--- src/rtl/ysyx_23060201_lsu.sv ---
// rtl/ysyx_23060201_lsu.sv - load/store unit: alignment check, lane masks, load extension
// One outstanding access; IDLE -> REQ -> (WAIT) -> RESP, errors and no-ops go straight to RESP.
module ysyx_23060201_lsu #(
  parameter int ADDR_WIDTH = 32,
  parameter int DATA_WIDTH = 32
) (
  input  logic                  clk,
  input  logic                  rst,
  input  logic                  in_valid,
  output logic                  in_ready,
  input  logic                  in_load,
  input  logic                  in_store,
  input  logic [2:0]            in_funct3,
  input  logic [ADDR_WIDTH-1:0] in_addr,
  input  logic [DATA_WIDTH-1:0] in_wdata,
  output logic                  out_valid,
  input  logic                  out_ready,
  output logic [DATA_WIDTH-1:0] out_rdata,
  output logic                  out_err,
  output logic                  mem_ren,
  output logic [ADDR_WIDTH-1:0] mem_raddr,
  output logic [7:0]            mem_rmask,
  input  logic [DATA_WIDTH-1:0] mem_rdata,
  output logic                  mem_wen,
  output logic [ADDR_WIDTH-1:0] mem_waddr,
  output logic [7:0]            mem_wmask,
  output logic [DATA_WIDTH-1:0] mem_wdata
);

  typedef enum logic [1:0] {IDLE, REQ, WAIT, RESP} state_t;

  state_t                state, state_n;
  logic                  ld_q, st_q;
  logic [2:0]            f3_q;
  logic [ADDR_WIDTH-1:0] addr_q;
  logic [DATA_WIDTH-1:0] wdata_q;
  logic [DATA_WIDTH-1:0] rdata_q;
  logic                  err_q;

  logic                  f3_ok, aligned, acc_err, accept;
  logic [3:0]            lane_mask;
  logic [ADDR_WIDTH-1:0] word_addr;
  logic [DATA_WIDTH-1:0] shifted, ext_data;

  assign accept    = in_valid && (state == IDLE);
  assign word_addr = {addr_q[ADDR_WIDTH-1:2], 2'b00};
  assign shifted   = mem_rdata >> {addr_q[1:0], 3'b000};

  // Request legality, evaluated on the live inputs at the accept edge
  always_comb begin
    f3_ok   = 1'b0;
    aligned = 1'b1;
    case (in_funct3)
      3'b000, 3'b001, 3'b010: f3_ok = 1'b1;
      3'b100, 3'b101:         f3_ok = in_load;
      default:                f3_ok = 1'b0;
    endcase
    case (in_funct3[1:0])
      2'b01:   aligned = ~in_addr[0];
      2'b10:   aligned = (in_addr[1:0] == 2'b00);
      default: aligned = 1'b1;
    endcase
    acc_err = (in_load & in_store) | ((in_load | in_store) & ~(f3_ok & aligned));
  end

  always_comb begin
    lane_mask = 4'b1111;
    ext_data  = shifted;
    case (f3_q[1:0])
      2'b00:   lane_mask = 4'b0001 << addr_q[1:0];
      2'b01:   lane_mask = 4'b0011 << addr_q[1:0];
      default: lane_mask = 4'b1111;
    endcase
    case (f3_q)
      3'b000:  ext_data = {{24{shifted[7]}}, shifted[7:0]};
      3'b001:  ext_data = {{16{shifted[15]}}, shifted[15:0]};
      3'b100:  ext_data = {24'h0, shifted[7:0]};
      3'b101:  ext_data = {16'h0, shifted[15:0]};
      default: ext_data = shifted;
    endcase
  end

  always_ff @(posedge clk) begin
    if (rst) begin
      state   <= IDLE;
      ld_q    <= 1'b0;
      st_q    <= 1'b0;
      f3_q    <= 3'b000;
      addr_q  <= '0;
      wdata_q <= '0;
      rdata_q <= '0;
      err_q   <= 1'b0;
    end else begin
      state <= state_n;
      if (accept) begin
        ld_q    <= in_load;
        st_q    <= in_store;
        f3_q    <= in_funct3;
        addr_q  <= in_addr;
        wdata_q <= in_wdata;
        rdata_q <= '0;
        err_q   <= acc_err;
      end else if (state == WAIT) begin
        rdata_q <= ext_data;
      end
    end
  end

  // Memory-side outputs are forced to zero whenever their strobe is low
  always_comb begin
    state_n   = state;
    in_ready  = 1'b0;
    out_valid = 1'b0;
    mem_ren   = 1'b0;
    mem_wen   = 1'b0;
    mem_raddr = '0;
    mem_rmask = 8'h00;
    mem_waddr = '0;
    mem_wmask = 8'h00;
    mem_wdata = '0;
    case (state)
      IDLE: begin
        in_ready = 1'b1;
        if (in_valid) state_n = ((in_load | in_store) && !acc_err) ? REQ : RESP;
      end
      REQ: begin
        if (ld_q) begin
          mem_ren   = 1'b1;
          mem_raddr = word_addr;
          mem_rmask = {4'b0000, lane_mask};
          state_n   = WAIT;
        end else begin
          mem_wen   = st_q;
          mem_waddr = st_q ? word_addr : '0;
          mem_wmask = st_q ? {4'b0000, lane_mask} : 8'h00;
          mem_wdata = st_q ? (wdata_q << {addr_q[1:0], 3'b000}) : '0;
          state_n   = RESP;
        end
      end
      WAIT: state_n = RESP;
      RESP: begin
        out_valid = 1'b1;
        if (out_ready) state_n = IDLE;
      end
      default: state_n = IDLE;
    endcase
  end

  assign out_rdata = rdata_q;
  assign out_err   = err_q;

endmodule

--- config.mk ---
export PLATFORM = sky130hd
export DESIGN_NAME = ysyx_23060201_lsu
export DESIGN_NICKNAME = d
export VERILOG_FILES = /design/src/rtl/ysyx_23060201_lsu.sv
export SDC_FILE = /design/constraint.sdc
export NUM_CORES = 1
export LEC_CHECK = 0
export CORE_MARGIN = 3
export CORE_UTILIZATION = 39
export CTS_BUF_LIST = sky130_fd_sc_hd__clkbuf_4
export DETAILED_ROUTE_END_ITERATION = 6
export PLACE_DENSITY = 0.78
export SLEW_MARGIN = 20
export SYNTH_ARGS = -nofsm -noshare
export SYNTH_HDL_FRONTEND = slang
export SYNTH_SLANG_ARGS = --single-unit
--- constraint.sdc ---
create_clock -name clk -period 3.8 [get_ports clk]
set_input_delay 0.95 -clock clk [delete_from_list [all_inputs] [get_ports clk]]
set_output_delay 0.95 -clock clk [all_outputs]
set_load 0.02 [all_outputs]
Word-level counts from Yosys, hierarchy flattened

Cells that the tools add are included.

Register bits: 104
Bits in latches: 0
RAM bits: 0
Bits in read-only memories: 0
Output and inout bits: 149
Memories: 0

Add/sub/neg operators: 0
Multiply operators: 0
Div/mod/pow operators: 0
Magnitude comparators: 0
Eq/ne operators: 15
Shift-type cells: 4
Muxes and demuxes: 28
Bitwise gates (word level): 7
Reduce and logical (&&, ||, !) cells: 12

Operator list:

| operator            | number |
|---|---|
| $mux 32             | 8 |
| $pmux 32 s4         | 1 |
| $shl 32x5->32       | 1 |
| $shr 32x5->32       | 1 |
| $mux 4              | 5 |
| $eq 3x3->1 const B  | 4 |
| $pmux 2 s4          | 1 |
| $pmux 4 s2          | 1 |
| $mux 1              | 7 |
| $eq 2x1->1 const B  | 3 |
| $eq 2x2->1 const B  | 3 |
| $eq 3x1->1 const B  | 2 |
| $logic_not 2->1     | 3 |
| $logic_not 3->1     | 2 |
| $mux 2              | 3 |
| $ne 2x2->1 const B  | 2 |
| $pmux 1 s2          | 2 |
| $reduce_or 2->1     | 2 |
| $shl 1x2->4 const A | 1 |
| $shl 2x2->4 const A | 1 |
| $and 1x1->1         | 3 |
| $eq 3x2->1 const B  | 1 |
| $reduce_or 3->1     | 1 |
| $logic_and 1x1->1   | 2 |
| other kinds (4)     | 6 |

Longest topological paths before layout

Word-level depth: 12
Depth in mapped cells: 8
Gate-level depth less buffers: 8

Worst setup path after synthesis

No wires, ideal clock.

Path kind: register to output
From: reg state[1]
To: out mem_wdata[0]
Arrival time: 1604 ps
Data required time: 2850 ps
Setup slack: 1246 ps
Cell stages (with the launch flop): 9
Cells stage by stage: dfxtp_1 inv_1 ha_1 nor2b_1 nand2_1 inv_1 nand2_1 nor2_1 and2_1

Cells in the longest elaborated chain, start to end: 2

RTL lines:

| item                   | line | source |
|---|---|---|
| start, declared        | 32   | `state_t state, state_n;` |
| start signal, assigned | 94   | `state <= state_n;` |
| $eq 2x1->1             | 121  | `case (state)` |
| $mux 32                | 121  |  |
| end, declared          | 27   | `output logic [DATA_WIDTH-1:0] mem_wdata` |

Every way passes these cells.

Worst setup path in the final report

From: reg state[1]
To: out mem_wdata[7]

Same word-level chain as after synthesis.

==> metrics <==
Row Count=41; Critical Path RT=2850 ps; Pleak=3.02 nW; max-slew violations=0; final critical-path share of the clock period=92.1%; Yosys top cell by area=dfxtp_1; post-DP HPWL=12700 um; Avg Cell Area, Syn=9.04 um2; clock tree sinks=104; CTS tree=built; Flop pwr share=41.9%; GRT Residual Overflow=0; CTS root buffer=clkbuf_4; cts hold-fix bufs=0; Setup Total Neg Slack=0 ps; Synth-to-Final Area Change=50.2%; maximum VDD drop=0.207 mV; top cell type's share of synthesized area=39.9%; status=finished, final reports clean; die height=122 um; Worst setup endpoint=mem_wdata[7]; #FFs+latches synth=104; crit-path max FO=8; largest net degree at the start of global routing=64; Max Cap Viol=0; Hold Crit Class=register to register; Tot GR Track Use=22.3%; Port Buf Inserts=241; final net count=899; top-count cell post-synth=dfxtp_1; Fin Clk Skew=21.6 ps; RSZ-0062 raised after global routing=false; unique cell type count in the Yosys netlist=38; Async S/R FF share, synth=0%; Die Wd=122 um; CP bufs+invs=3; cell area power density=469 mW/mm2; Worst Setup End Kind=output port; GP Congestion=0.864; Post-CTS Setup Repair Bufs=0; critical path's largest stage delay=610 ps; Post-Syn Instances=577; Peak Freq=286 MHz; CP startpoint kind=register; Skew-Pair Late Insertion Delay=460 ps; Synth Flop Type=dfxtp_1; Synth Warn #=0; clk slew on worst S/H paths=160 ps; endpoints failing setup=0; fin area=0.00784 mm2; Max transition margin=55.5%; Initial DRC Count=403; EDFF count, synth=0; worst reg-to-reg path cell count=5; Wirelength per Cell=17.6 um; Placed Area=0.00769 mm2; antenna-violating nets left=0; clock period minus worst slack=3500 ps; Netlist Area Pre-Place=0.00522 mm2; DR vias/cell=5.25; DR pass1 iterations=4; CP cell instances=inv_1, ha_1, nor2b_1, nand2_1, inv_1, nand2_1, nor2_4, and2_1, clkdlybuf4s50_1; Post-Route WL=17000 um; RR Startpoint=addr_q[1]$_SDFFE_PP0P_; drt drc=0; Top-Level Pins=254; worst path arrival time=2550 ps; Worst Max-Slew Pin Slew=668 ps; total CTS buffers=9; share of cells above drive strength 1=4.67%; family with the most delay on the worst path=buffers and inverters; Reg2Reg Setup Slack=1340 ps; P_sw=1.44 mW; initial antenna violation count=1; Internal=2.24 mW; Area contributors post-synth=dfxtp_1 40%, a22o_1 11%, mux2i_1 11%; core area=0.0129 mm2; synth cell count leaders=104 x dfxtp_1, 68 x a22o_1, 55 x mux2i_1; Clock Tree Buf Depth=2; vias in the first global route=5051; via total after detailed routing=5065; Clk pwr share=15.7%; Seq/Total Area, Yosys=39.9%; Net Sw Frac=39.1%; combinational share of power=42.4%; filler cell count=1074; H-tree depth=3; reg-to-reg endpoint=out_rdata[24]$_SDFFE_PP0N_; first-pass GRT wire length=26300 um; Min Hold Slack=482 ps; WS Path Type=register to output port; Initial Util=40.5%; Worst setup startpoint=state[1]$_SDFFE_PP0P_; Die Footprint=0.0148 mm2; Final Hold Viols=0; CP max stage cell=clkdlybuf4s50_1; WP depth=9; Post-CTS Resized=1
[logic make-up after synthesis]
family	after synthesis	synth area share (%)
mux	56	11.0
buf+inv	75	6.98
other cells	1	0.0719
fa+ha+maj	7	1.68
simple gates	157	15.6
flops	104	39.9
xor+xnor	1	0.168
compound gates	176	24.7
[metal layers]
layer | global-route usage, % | vias up | part of all wire, % | wire, um
met3 | 6.59 | 29 | 8.2 | 1400
met1 | 27.8 | 2357 | 43 | 7230
met2 | 36.1 | 201 | 47 | 7920
li1 | - | 2478 | - | -
met4 | 9.03 | 0 | 2.4 | 408
met5 | 0 | - | 0 | 0
[power groups by stage]
stage	logic [mW]	registers (mW)	clock network (mW)
after floorplan	0.930	1.59	0
after global placement	1.51	1.55	0
after detailed placement	1.55	1.56	0
after CTS	1.56	1.54	0.592
after global routing	1.69	1.57	0.638
final	1.56	1.54	0.576
[cell type report]
| cell class | count | area (um2) | share of cell area [%] |
|---|---|---|---|
| multi-input cells | 409 | 2840 | 36.2 |
| flip-flops and latches | 104 | 2080 | 26.6 |
| clock buffers | 9 | 67.6 | 0.862 |
| well taps | 172 | 215 | 2.75 |
| clock inverters | 7 | 71.3 | 0.910 |
| inverters | 9 | 33.8 | 0.431 |
| repair buffers | 254 | 2520 | 32.2 |
| diodes | 1 | 2.50 | 0.0319 |
[how the worst min path moves through the flow]
stage          slack [ps]                      from                        to  depth (start not counted)
2_1_floorplan         440  wdata_q[24]$_SDFFE_PP0P_  wdata_q[24]$_SDFFE_PP0P_                          1
3_3_place_gp          440      out_err$_SDFFE_PP0P_      out_err$_SDFFE_PP0P_                          2
4_1_cts               480      out_err$_SDFFE_PP0P_      out_err$_SDFFE_PP0P_                          2
5_1_grt               490      out_err$_SDFFE_PP0P_      out_err$_SDFFE_PP0P_                          2
6_report              480      out_err$_SDFFE_PP0P_      out_err$_SDFFE_PP0P_                          2
3_5_place_dp          450      out_err$_SDFFE_PP0P_      out_err$_SDFFE_PP0P_                          2
[per-stage QoR]
stage          util (%)  instances  setup WS, ps  power (mW)
2_1_floorplan         -        588          1250        2.52
3_3_place_gp       59.7        948           615        3.06
3_5_place_dp       59.7        948           552        3.11
4_1_cts            60.8        964           149        3.69
5_1_grt            60.9        965          49.0        3.91
6_report           60.9        965           299        3.67
[sequential cells by signal (all words and copies together) (netlist names)]
register	count
addr_q	32
out_rdata	32
wdata_q	32
f3_q	3
state	2
ld_q	1
out_err	1
st_q	1
[cells in the final DEF, fill, tap and decap left out, types with 17 or more instances in the layout]
cell             netlist  routed
clkdlybuf4s50_1        0     241
dfxtp_1              104     102
a22o_1                68      68
mux2i_1               55      55
nor2_1                53      51
and2_1                38      38
and3_1                31      31
o21ai_0               28      28
a21oi_1               26      25
a211oi_1              17      17
[worst register-to-register path, cell delays in order, from the launching register on]
cell and delay (ps):
dfxtp_2 750, buf_4 420, mux2i_1 310, o22ai_1 140, o21ai_2 550, a31oi_1 180
Power figures use the tool's default switching activity.
